[config.mk]
export PLATFORM = sky130hd
export DESIGN_NAME = button_event_queue
export DESIGN_NICKNAME = d
export VERILOG_FILES = /design/src/rtl/game_io_pkg.sv /design/src/rtl/button_debouncer.sv /design/src/rtl/button_event_queue.sv
export SDC_FILE = /design/constraint.sdc
export NUM_CORES = 1
export LEC_CHECK = 0
export BUFFER_PORTS_ARGS = -buffer_cell sky130_fd_sc_hd__buf_2
export CAP_MARGIN = 10
export CORE_UTILIZATION = 60
export CTS_BUF_LIST = sky130_fd_sc_hd__clkbuf_16
export CTS_CLUSTER_DIAMETER = 50
export DETAILED_ROUTE_END_ITERATION = 10
export PLACE_DENSITY = 0.83
export SETUP_SLACK_MARGIN = 0.5
export SLEW_MARGIN = 20
export SYNTH_ARGS = -nofsm -noshare
export SYNTH_HDL_FRONTEND = slang
export SYNTH_HIERARCHICAL = 1
export SYNTH_SLANG_ARGS = --single-unit
[constraint.sdc]
create_clock -name clock -period 3.15 [get_ports clock]
set_clock_uncertainty 0.2 [all_clocks]
set_input_delay 0.1575 -clock clock [delete_from_list [all_inputs] [get_ports clock]]
set_output_delay 0.1575 -clock clock [all_outputs]
set_load 0.1 [all_outputs]
[src/rtl/game_io_pkg.sv]
// ----------------------------------------------------------------------------
// game_io_pkg
// Shared definitions for the game I/O blocks (buttons, light_up, audio).
//   - Colour codes, common to every block that names a button or lamp.
//   - Bit positions inside the 32-bit button read word.
//   - MMIO address of the button read word.
//   - pack_read_word(): builds the read word from its fields.
// ----------------------------------------------------------------------------
package game_io_pkg;

  localparam int NUM_BUTTONS = 4;

  localparam logic [1:0] COLOR_RED    = 2'b00;
  localparam logic [1:0] COLOR_BLUE   = 2'b01;
  localparam logic [1:0] COLOR_GREEN  = 2'b10;
  localparam logic [1:0] COLOR_YELLOW = 2'b11;

  localparam int VALID_BIT = 0;
  localparam int COLOR_LSB = 1;
  localparam int OVF_BIT   = 3;
  localparam int REL_BIT   = 4;

  localparam logic [11:0] BUTTON_ADDR = 12'd7;

  // Colour and release flag are only meaningful alongside a valid entry, so
  // they are forced to zero when the queue is empty.
  function automatic logic [31:0] pack_read_word(input logic       valid,
                                                 input logic [1:0] color,
                                                 input logic       ovf,
                                                 input logic       rel);
    logic [31:0] word;
    word                 = '0;
    word[VALID_BIT]      = valid;
    word[COLOR_LSB +: 2] = valid ? color : 2'b00;
    word[OVF_BIT]        = ovf;
    word[REL_BIT]        = valid & rel;
    return word;
  endfunction

endpackage

[src/rtl/button_debouncer.sv]
// ----------------------------------------------------------------------------
// button_debouncer
// Synchronizes one asynchronous raw button and debounces it. The debounced
// level only changes after the synchronized level has disagreed with it for
// DEBOUNCE_CYCLES consecutive cycles; shorter glitches are ignored.
// SYNC_STAGES must be at least 2.
//
// Ports:
//   clock  in   system clock
//   reset  in   synchronous, active-high reset (level returns to released)
//   raw    in   raw button input, active high, asynchronous
//   level  out  debounced button level
// ----------------------------------------------------------------------------
module button_debouncer #(
  parameter int SYNC_STAGES     = 2,
  parameter int DEBOUNCE_CYCLES = 500000
) (
  input  logic clock,
  input  logic reset,
  input  logic raw,
  output logic level
);

  localparam int CNT_W = (DEBOUNCE_CYCLES > 1) ? $clog2(DEBOUNCE_CYCLES) : 1;
  localparam logic [CNT_W-1:0] CNT_LAST = CNT_W'(DEBOUNCE_CYCLES - 1);

  logic [SYNC_STAGES-1:0] sync_q;
  logic                   synced;
  logic [CNT_W-1:0]       cnt_q;
  logic                   level_q;

  assign synced = sync_q[SYNC_STAGES-1];
  assign level  = level_q;

  // NOTE: state registers use non-blocking assignments so every flop samples
  // the pre-edge values of its neighbours, as real hardware does.
  always_ff @(posedge clock) begin
    if (reset) begin
      sync_q  <= '0;
      cnt_q   <= '0;
      level_q <= 1'b0;
    end else begin
      sync_q <= {sync_q[SYNC_STAGES-2:0], raw};
      if (synced == level_q) begin
        cnt_q <= '0;
      end else if (cnt_q == CNT_LAST) begin
        level_q <= ~level_q;
        cnt_q   <= '0;
      end else begin
        cnt_q <= cnt_q + 1'b1;
      end
    end
  end

endmodule

[src/rtl/button_event_queue.sv]
// ----------------------------------------------------------------------------
// button_event_queue
// Front end of the memory-mapped button read (address 7). Debounces the four
// game buttons, turns clean presses into colour events, queues them in a
// small FIFO and presents the oldest one on the CPU read word while the CPU
// polls. The head is popped at the end of each poll window.
//
// Optional build macro: BUTTON_RELEASE_EVENTS_EN -- debounced releases also
// queue events (bit 4 set), arbitrated below all presses.
//
// Ports:
//   clock          in   system clock (50 MHz)
//   reset          in   synchronous, active-high reset
//   red_button     in   raw button, active high, asynchronous
//   yellow_button  in   raw button, active high, asynchronous
//   blue_button    in   raw button, active high, asynchronous
//   green_button   in   raw button, active high, asynchronous
//   poll_button    in   high while the CPU data address equals 7
//   button_out     out  read word: [0] valid, [2:1] colour, [3] overflow,
//                       [4] release flag, [31:5] zero
// ----------------------------------------------------------------------------
module button_event_queue #(
  parameter int DEBOUNCE_CYCLES = 500000,
  parameter int SYNC_STAGES     = 2,
  parameter int FIFO_DEPTH      = 4
) (
  input  logic        clock,
  input  logic        reset,
  input  logic        red_button,
  input  logic        yellow_button,
  input  logic        blue_button,
  input  logic        green_button,
  input  logic        poll_button,
  output logic [31:0] button_out
);

  import game_io_pkg::*;

  localparam int PTR_W = $clog2(FIFO_DEPTH);
  localparam logic [PTR_W:0] FULL_COUNT = (PTR_W + 1)'(FIFO_DEPTH);
`ifdef BUTTON_RELEASE_EVENTS_EN
  localparam int ENTRY_W = 3;   // {release, colour}
`else
  localparam int ENTRY_W = 2;   // {colour}
`endif

  // Button vectors are indexed by colour code, so a lower index is also a
  // higher arbitration priority (red > blue > green > yellow).
  logic [NUM_BUTTONS-1:0] raw;
  logic [NUM_BUTTONS-1:0] level;
  logic [NUM_BUTTONS-1:0] level_prev;
  logic [NUM_BUTTONS-1:0] rise;
  logic [NUM_BUTTONS-1:0] press_pend;
  logic [NUM_BUTTONS-1:0] press_grant;

  logic                   enq;
  logic [ENTRY_W-1:0]     enq_entry;

  logic [ENTRY_W-1:0]     mem [FIFO_DEPTH];
  logic [PTR_W-1:0]       wr_ptr;
  logic [PTR_W-1:0]       rd_ptr;
  logic [PTR_W:0]         count;
  logic                   ovf;
  logic                   poll_prev;

  logic                   empty;
  logic                   full;
  logic                   pop;
  logic                   do_pop;
  logic                   do_push;
  logic                   drop;
  logic [ENTRY_W-1:0]     head;
  logic                   head_rel;

  assign raw = {yellow_button, green_button, blue_button, red_button};

  for (genvar g = 0; g < NUM_BUTTONS; g++) begin : g_deb
    button_debouncer #(
      .SYNC_STAGES     (SYNC_STAGES),
      .DEBOUNCE_CYCLES (DEBOUNCE_CYCLES)
    ) u_deb (
      .clock (clock),
      .reset (reset),
      .raw   (raw[g]),
      .level (level[g])
    );
  end

  assign rise = level & ~level_prev;

`ifdef BUTTON_RELEASE_EVENTS_EN
  logic [NUM_BUTTONS-1:0] fall;
  logic [NUM_BUTTONS-1:0] release_pend;
  logic [NUM_BUTTONS-1:0] release_grant;

  assign fall = ~level & level_prev;
`endif

  // Arbiter: at most one event per cycle, presses before releases.
  // NOTE: every signal written here gets a default first, so no path leaves
  // it unassigned and no latch is inferred.
  always_comb begin
    press_grant = '0;
    enq         = 1'b0;
    enq_entry   = '0;
    for (int i = 0; i < NUM_BUTTONS; i++) begin
      if (!enq && press_pend[i]) begin
        enq            = 1'b1;
        press_grant[i] = 1'b1;
        enq_entry[1:0] = 2'(i);
      end
    end
`ifdef BUTTON_RELEASE_EVENTS_EN
    release_grant = '0;
    for (int i = 0; i < NUM_BUTTONS; i++) begin
      if (!enq && release_pend[i]) begin
        enq              = 1'b1;
        release_grant[i] = 1'b1;
        enq_entry        = {1'b1, 2'(i)};
      end
    end
`endif
  end

  // A pop on an empty queue is ignored; a pop frees a full slot in time for
  // an enqueue in the same cycle.
  assign pop     = poll_prev & ~poll_button;
  assign empty   = (count == '0);
  assign full    = (count == FULL_COUNT);
  assign do_pop  = pop & ~empty;
  assign do_push = enq & (~full | do_pop);
  assign drop    = enq & ~do_push;

  always_ff @(posedge clock) begin
    if (reset) begin
      level_prev <= '0;
      press_pend <= '0;
      wr_ptr     <= '0;
      rd_ptr     <= '0;
      count      <= '0;
      ovf        <= 1'b0;
      poll_prev  <= 1'b0;
    end else begin
      level_prev <= level;
      // The granted flag clears even when the event is dropped on a full queue.
      press_pend <= (press_pend & ~press_grant) | rise;
      poll_prev  <= poll_button;
      if (do_push) wr_ptr <= wr_ptr + 1'b1;
      if (do_pop)  rd_ptr <= rd_ptr + 1'b1;
      case ({do_push, do_pop})
        2'b10:   count <= count + 1'b1;
        2'b01:   count <= count - 1'b1;
        default: count <= count;
      endcase
      if (pop)       ovf <= 1'b0;
      else if (drop) ovf <= 1'b1;
    end
  end

`ifdef BUTTON_RELEASE_EVENTS_EN
  always_ff @(posedge clock) begin
    if (reset) begin
      release_pend <= '0;
    end else begin
      release_pend <= (release_pend & ~release_grant) | fall;
    end
  end
`endif

  // NOTE: the storage array has no reset; count alone decides which entries
  // are valid, so stale contents are never visible.
  always_ff @(posedge clock) begin
    if (do_push) mem[wr_ptr] <= enq_entry;
  end

  assign head = mem[rd_ptr];
`ifdef BUTTON_RELEASE_EVENTS_EN
  assign head_rel = head[2];
`else
  assign head_rel = 1'b0;
`endif

  assign button_out = poll_button ? pack_read_word(~empty, head[1:0], ovf, head_rel)
                                  : 32'h0;

endmodule

== After elaboration in Yosys (flattened, before gate mapping) ==
Memory sizes are Yosys's and may differ from the RTL's. A register that Yosys moved wholly into a read port is not among the register bits.
Index checks and enable logic that the tools add are counted.
Cells by class
  add/subtract/negate cells: 8
  $mul: 0
  divide/modulo/power cells: 0
  magnitude comparators: 0
  eq/ne operators: 11
  shift-type cells: 0
  multiplexer cells: 17
  bitwise logic cells: 22
  reductions and logical operators: 17
Operators with widths (number)
  adder 19 x 1 -> 19 bit (second input constant): 4
  == test 19 bit (second input constant): 4
  inverter 1 bit: 12
  OR reduction 3 bit: 4
  2-to-1 mux 1 bit: 10
  2-to-1 mux 2 bit: 5
  AND 4 bit: 2
  inverter 4 bit: 2
  AND reduction 2 bit: 4
  one-hot mux 3 bit (2 select lines): 1
  adder 2 x 1 -> 2 bit (second input constant): 2
  AND 1 bit: 4
  == test 1 bit: 4
  2-to-1 mux 4 bit: 1
  bitwise OR 4 bit: 1
  adder 3 x 1 -> 3 bit (second input constant): 1
  == test 3 bit (second input constant): 1
  logical AND 1 bit: 3
  logical NOT 1 bit: 3
  logical NOT 3 bit: 1
  subtractor 3 x 1 -> 3 bit (second input constant): 1
  == test 2 x 1 -> 1 bit (second input constant): 1
  == test 2 bit (second input constant): 1
  nonzero test 2 bit: 1
  other kinds (2): 2
Word-level totals
  flip-flop bits (word level): 105
  bits in latches: 0
  bits in writable memories: 8
  ROM bits: 0
  input port bits: 7
  output and inout port bits: 32
  memories kept: 1
Memory list
  mem: words 4, bits a word 2, read ports 1, clocked after memory_dff 1, write ports 1, line button_event_queue.sv:59  | logic [ENTRY_W-1:0] mem [FIFO_DEPTH];

== Logic depth before layout (Yosys ltp) ==
Gate-level depths: netlist of the first run.
  depth after elaboration: 13
  gate-level depth with buffers: 7

== Cells and area by module ==
The synthesis of the first run kept the hierarchy.
By module, submodules not included
  button_debouncer at g_deb[0].u_deb ...: instances 3, cells an instance 112, area each 996.0 um^2
  button_event_queue: instances 1, cells an instance 132, area each 1387.6 um^2
  button_debouncer at g_deb[2].u_deb: instances 1, cells an instance 113, area each 998.5 um^2

== Least setup slack after synthesis of the first run ==
OpenSTA, ideal clock, no wires.
  kind: register to register
  start: reg press_pend[0]
  end: reg count[2]
  arrival: 1872 ps
  data required time: 2827 ps
  setup slack: 955 ps
  stages on the path, launching flop included: 7
  path buffers: 0
  clock period less this slack: 2195 ps
  path through: dfxtp_1 -> nor4_4 -> nand2_1 -> fa_1 -> a2111oi_2 -> a31oi_1 -> mux2_1
Between the ends
  longest elaborated chain between the ends: 13
  elaborated cells on any way between the ends: 15
  those cells by class: eq/ne: 2; mux: 5; bitwise: 1; reduce/logical: 7
RTL lines
  from (decl): line button_event_queue.sv:53  | logic [NUM_BUTTONS-1:0] press_pend;
  from (signal assigned): line button_event_queue.sv:146  | press_pend <= (press_pend & ~press_grant) | rise;
  2-to-1 mux 1 bit *: line button_event_queue.sv:107  | if (!enq && press_pend[i]) begin
  logical NOT 1 bit: line button_event_queue.sv:107
  logical AND 1 bit: line button_event_queue.sv:107
  2-to-1 mux 1 bit *: line button_event_queue.sv:107
  logical NOT 1 bit: line button_event_queue.sv:107
  logical AND 1 bit: line button_event_queue.sv:107
  2-to-1 mux 1 bit *: line button_event_queue.sv:107
  logical NOT 1 bit: line button_event_queue.sv:107
  logical AND 1 bit: line button_event_queue.sv:107
  2-to-1 mux 1 bit *: line button_event_queue.sv:107
  AND 1 bit *: line button_event_queue.sv:131  | assign do_push = enq & (~full | do_pop);
  == test 2 x 1 -> 1 bit or == test 2 bit (tied branches): line button_event_queue.sv:150  | case ({do_push, do_pop})
  one-hot mux 3 bit (2 select lines) or nonzero test 2 bit (tied branches)
  to (signal assigned): line button_event_queue.sv:151  | 2'b10: count <= count + 1'b1;
  to (signal assigned): line button_event_queue.sv:152  | 2'b01: count <= count - 1'b1;
  to (signal assigned): line button_event_queue.sv:153  | default: count <= count;
  to (decl): line button_event_queue.sv:62  | logic [PTR_W:0] count;
Mark *: on every way between the ends. The rest lies on a longest branch, timed or not.
A chain may end at the register's enable or synchronous reset.

== Worst setup path after layout of the first run ==
Same ends and word-level chain as after synthesis.

==> results of run 1 <==
==> cell usage after synthesis (all sizes together) (2+ instances only) <==
| library cell | number |
|---|---|
| o21ai | 22 |
| xnor2 | 37 |
| a21oi | 28 |
| nand2b | 4 |
| nand3 | 28 |
| xor2 | 17 |
| clkbuf | 6 |
| and2 | 7 |
| buf | 41 |
| or4 | 17 |
| mux4 | 2 |
| o41ai | 4 |
| nand2 | 19 |
| or3 | 18 |
| and4 | 4 |
| ha | 8 |
| and3 | 2 |
| dfxtp | 107 |
| nand4bb | 4 |
| or3b | 4 |
| inv | 26 |
| or2 | 8 |
| nor3 | 14 |
| mux2 | 3 |
| nor4 | 8 |
| edfxtp | 8 |
| nor2b | 19 |
| nor2 | 75 |
| nand4 | 24 |
| o31ai | 9 |
==> placed cells by master (no fill, tap or decap), types with 2 or more instances in the layout <==
cell type	instances
or4_4	4
xnor2_1	37
buf_2	10
nand4_1	24
conb_1	28
or2_2	7
o31ai_1	9
clkinv_2	3
and4_1	4
nor4_1	7
dfxtp_1	107
o21ai_4	4
clkbuf_16	17
clkinv_4	3
mux2_2	2
nand4bb_1	4
o21ai_0	18
nand2b_1	4
or4_1	13
or3b_1	4
nor2b_1	19
nor2_1	75
o41ai_1	4
or3_1	17
ha_1	8
mux4_2	2
nand2_1	19
dlygate4sd3_1	5
nor3_1	14
nand3_1	28
xor2_1	17
bufinv_16	3
and3_1	2
and2_1	6
edfxtp_1	8
a21oi_1	27
clkinv_1	2
clkinvlp_4	2
inv_1	27
==> metal layers <==
layer | global-route usage, % | wire length [µm]
met1 | 23.8 | 4070
met4 | 8.27 | 143
met2 | 37.6 | 4700
met5 | 0 | 0
met3 | 6.43 | 320
==> logic make-up after synthesis <==
| logic type | share of synthesized area (%) |
|---|---|
| DFF | 44.3 |
| buffers and inverters | 8.43 |
| other | 0.0698 |
| AOI/OAI and AO/OA | 8.01 |
| adders and majority gates | 2.24 |
| and+or+nand+nor | 26.5 |
| xor gates and xnor gates | 8.80 |
| muxes | 1.65 |
==> state kept, by name (all words and copies together) (netlist names), 2 cells and up, named ones only <==
signal	cells
rd_ptr	2
g_deb.u_deb/level	4
press_pend	4
wr_ptr	2
level_prev	4
g_deb.u_deb/sync_q	8
g_deb.u_deb/cnt_q	76
mem	8
count	3
==> where the power goes <==
part	switching, µW	internal, µW
Clock	647	1230
Combinational	167	14.7
Sequential	3.77	1480
==> worst max-delay path: cells and delay by family (launching register included) <==
family                   cells  cell delay, ps
AO/OA/AOI/OAI                2             290
adder cells (fa/ha/maj)      1             410
AND/OR/NAND/NOR              2             630
multiplexers                 1             320
flip-flops                   1             370
==> how the worst min path moves through the flow <==
stage                                     endpoint  startpoint  cells after the start
after detailed placement  g_deb[0].u_deb/sync_q[0]  red_button                      2
final                                    poll_prev       reset                      2
after CTS                 g_deb[0].u_deb/sync_q[0]       reset                      2
after global routing                 level_prev[2]       reset                      2
after global placement    g_deb[0].u_deb/sync_q[0]  red_button                      2
after floorplan           g_deb[0].u_deb/sync_q[0]       reset                      1
==> cell type report <==
type / instances / area (µm²) / area share [%]
multi-input cells: 420 / 2640 / 44.4
clock buffers: 17 / 425 / 7.15
repair buffers: 15 / 100 / 1.68
inverters: 26 / 97.6 / 1.64
flip-flops and latches: 115 / 2380 / 40.1
well taps: 108 / 135 / 2.27
clock inverters: 15 / 166 / 2.80
==> metrics by stage <==
stage | hold WS (ps) | worst slack, ps | cell area (µm²) | util, %
finish | 102 | 821 | 5950 | 68.5
global route | 123 | 696 | 5950 | 68.5
CTS | 84.5 | 825 | 5950 | 68.5
detailed placement | 170 | 838 | 5310 | 61.1
global placement | 174 | 883 | 5310 | 61.1
floorplan | 29.1 | 955 | 5480 | -
==> timing repair <==
item,4_1_cts,5_1_grt
setup buffers,0,0
hold buffers,5,0
endpoints found under the hold margin,5,0
setup endpoints to repair,0,0
==> reports/metrics.cfg, run 1 <==
[status]
status = completed

[synth]
synth_top_area_share_pct = 39.9
ys_ff_latch = 115
async_flop_share_pct = 0
yosysWarnings = 6
synth_edf_count = 8
synth_area_per_cell_um2 = 9.25
synth_area_leaders = dfxtp_1 40%, xnor2_1 6.0%, nor2_1 5.2%
synth-seq-area-share_pct = 44.3
synth_top_area_cell = dfxtp_1
synth_ff_type = dfxtp_1
syn-cell-area_um2 = 5370
yosysUniqueCellTypes = 49
synth_cells = 581

[critical_path]
worst-setup-path-type = flip-flop to flip-flop
cp_slowest_stage_delay_ps = 500
critPathMaxFanout = 7
worst_setup_path_end_kind = flip-flop
critical_path_arrival_ps = 2420
r2r_setup_slack_ps = 820
crit_end = count[2]
required_ps = 3240
worstReg2RegStart = press_pend[0]
startpoint = press_pend[0]
slowest_stage = nor4_4
crit_chain = nor4_4 -> nand2_1 -> fa_1 -> a2111oi_2 -> a31oi_1 -> mux2_1
r2r_cells = 6
crit_path_start_kind = flip-flop
worstReg2RegEnd = count[2]

[floorplan]
dieHeight_um = 96.6
dieArea_um2 = 9340
fp.dieW_um = 96.6
core_area_um2 = 8680
io-pin-count = 39
fp-row-count = 34
start_util_pct = 61.9

[timing]
setup_tns_ps = 0
rsz0062_at_grt = false
slew_viol_final = 0
hold_viol_final = 0
relSlewSlack_pct = 53.8
period_share_pct = 73.9
setup_viol = 0
fmax_mhz = 429
fin_crit_ps = 2330
worst_pin_slew_ps = 693

[clock_network]
numClockSinks = 115
tritoncts = built
cts.repair.resized = 0
clockBufferDepth = 2
cts-root-buf = clkbuf_16
clk_latency_ps = 400
cts-htree-levels = 4
clk_pin_slew_worst_paths_ps = 50
numCtsBuffers = 17

[global_routing]
grtUsageTotal_pct = 21.2
grt_overflow = 0
grt_pass1_wl_um = 16300
antenna_found_initial = 0
grt_max_degree = 41
grt_pass1_vias = 3851

[finish]
fin_nets = 611
final_layout_size_suffix_gt1_share_pct = 10.5
insertedDiodeCount = 0
fillCellCount = 643
instances_no_fill = 716
area_growth_pct = 10.7

[placed_design]
io_buffers = 10
dp.cells = 679
dp_hpwl_um = 6290
finalWeightedCongestion = 0.846

[routing]
viasPerCell = 5.53
drc = 0
first_iter_violations = 156
first_pass_iters = 5
wl_per_cell_um = 12.9
wl_um = 9240
ant_nets = 0
via_count = 3961

[pwr]
power.density_nw_per_um2 = 596
p_leak_uw = 0.00192
ir_drop_mv = 0.356
total_power_uw = 3540

[min_path]
hp-class = primary input to flip-flop

[job]
max_cap_violations = 0

Note: power is estimated with default switching activity, not from simulation.
==> run 2: changes to the inputs <==
- clock period: 3.15 -> 2.2 ns (I/O delays scaled with it)
==> run 2 against run 1 <==
Effect of this change:
- sequential share of layout area down 3.3 points
- worst hold slack improved by 11 ps
- sequential power is 43% higher
- largest cell class unchanged
- via count up 9.5%
- worst setup slack lost 760 ps
- power is 55% higher
- clock-buffer cell count is the same
- final cell count grew 4.9%
- register-to-register slack worse by 760 ps
==> reports/metrics.cfg, run 2 (synthesis gave the netlist of run 1 again) <==
[floorplan]
fp-row-count = 34
core_area_um2 = 8680
io-pin-count = 39
start_util_pct = 61.9
dieArea_um2 = 9340
dieHeight_um = 96.6
fp.dieW_um = 96.6

[global_routing]
grt_overflow = 0
grt_max_degree = 35
antenna_found_initial = 0
grt_pass1_vias = 4304
grtUsageTotal_pct = 25.8
grt_pass1_wl_um = 19400

[critical_path]
worst_setup_path_end_kind = flip-flop
cp_slowest_stage_delay_ps = 530
startpoint = g_deb[2].u_deb/cnt_q[12]
worstReg2RegStart = g_deb[2].u_deb/cnt_q[12]
worst-setup-path-type = flip-flop to flip-flop
crit_chain = or4_4 -> or4_4 -> o21ai_4 -> buf_12 -> nor2_1
crit_path_start_kind = flip-flop
crit_buf_inv = 1
path_common_cell = or4_4
critical_path_arrival_ps = 2230
required_ps = 2300
critPathTopFamily = simple AND/OR/NAND/NOR gates
critPathMaxFanout = 19
slowest_stage = or4_4

[job]
max_cap_violations = 0

[finish]
fin_nets = 646
largest_reg_flops = 76
reg_top3 = g_deb.u_deb/cnt_q (76), g_deb.u_deb/sync_q (8), mem (8)
final_cell_mix = 92 x dfxtp_1, 74 x nor2_1, 37 x xnor2_1, 28 x nand3_1, 28 x conb_1
final_common_cell = dfxtp_1
insertedDiodeCount = 0
regMostFlops = g_deb.u_deb/cnt_q
final_layout_size_suffix_gt1_share_pct = 20.5
area_growth_pct = 21.8

[routing]
drc = 0
first_pass_iters = 5
wl_per_cell_um = 16.1
ant_nets = 0
wl_um = 12100
first_iter_violations = 239
viasPerCell = 5.77
via_count = 4337

[clock_network]
numCtsBuffers = 17
clockBufferDepth = 2
clk_latency_ps = 420
clk_pin_slew_worst_paths_ps = 60
cts-root-buf = clkbuf_16
tritoncts = built
numClockSinks = 115
cts-htree-levels = 4

[min_path]
worstHoldStart = poll_button
hp-class = primary input to flip-flop

[timing]
setup_viol = 0
slew_viol_final = 0
rsz0062_at_grt = true
fin_crit_ps = 2140
period_share_pct = 97.2
postLayoutSetupSlackWorst_ps = 61.8
fmax_mhz = 468
worst_pin_slew_ps = 687
setup_tns_ps = 0
hold_viol_final = 0
relSlewSlack_pct = 54.2

[placed_design]
dp_hpwl_um = 6570
dp_slack_ps = 93.5
finalWeightedCongestion = 0.860
io_buffers = 10

[pwr]
power.density_nw_per_um2 = 840
ir_drop_mv = 0.508
p_leak_uw = 0.00221

[status]
status = completed

==> run 2: cell types whose count changed in the layout (fill, tap and decap cells not counted), sizes merged <==
cell,previous run,this run
buf,10,44
bufinv,3,6
clkinv,8,5
clkinvlp,2,4
dlygate4sd3,5,6
inv,28,26
==> run 2: area by class of cell <==
type | count | area, µm²
clock inverters | 15 | 238
well taps | 108 | 135
fillers | 520 | 2130
inverters | 26 | 97.6
repair buffers | 50 | 475
clock buffers | 17 | 425
multi-input cells | 420 | 2770
flip-flops and latches | 115 | 2410
==> run 2: worst paths after layout <==
check                            end  slack [ps]  cells after the start
min                              ovf         110                      4
max reg2reg  g_deb[2].u_deb/cnt_q[7]          60                      5
min reg2reg            press_pend[0]         180                      1
max          g_deb[2].u_deb/cnt_q[7]          60                      5
==> run 2: routing by layer <==
layer	GRT usage, %	vias to the layer above	wire, µm
met5	0	-	0
met4	12.3	0	245
met3	6.14	35	573
met2	48.0	149	6630
met1	27.2	2092	4670
li1	-	2061	-
==> run 2: metrics by stage <==
| stage | cell area (µm²) | hold WS, ps | power, µW | utilization [%] | std cells |
|---|---|---|---|---|---|
| 5_1_grt | 6550 | 136 | 5640 | 75.4 | 751 |
| 3_5_place_dp | 5490 | 134 | 2430 | 63.3 | 696 |
| 4_1_cts | 6440 | 54.9 | 5500 | 74.3 | 748 |
| 3_3_place_gp | 5490 | 133 | 2420 | 63.3 | 696 |
| 6_report | 6550 | 113 | 5500 | 75.4 | 751 |
| 2_1_floorplan | 5480 | -18.4 | 2440 | - | 608 |
==> run 2: what timing repair did <==
item	4_1_cts	5_1_grt
pin swaps	4	7
hold buffers	6	0
gates resized for setup	39	18
endpoints found under the hold margin	6	0
endpoints found under the setup margin	96	94
cloned	0	0
setup buffers	14	3
==> run 2: power breakdown <==
part | switching [µW] | internal [µW] | leakage (µW)
sequential | 5.95 | 2110 | 0.000946
combinational | 248 | 31.8 | 0.000951
clock | 989 | 2110 | 0.000312
==> run 2: worst min-delay path: cells and delay by family <==
family	cells	cell delay (ps)
buffers and inverters	2	280
and+or+nand+nor	2	280
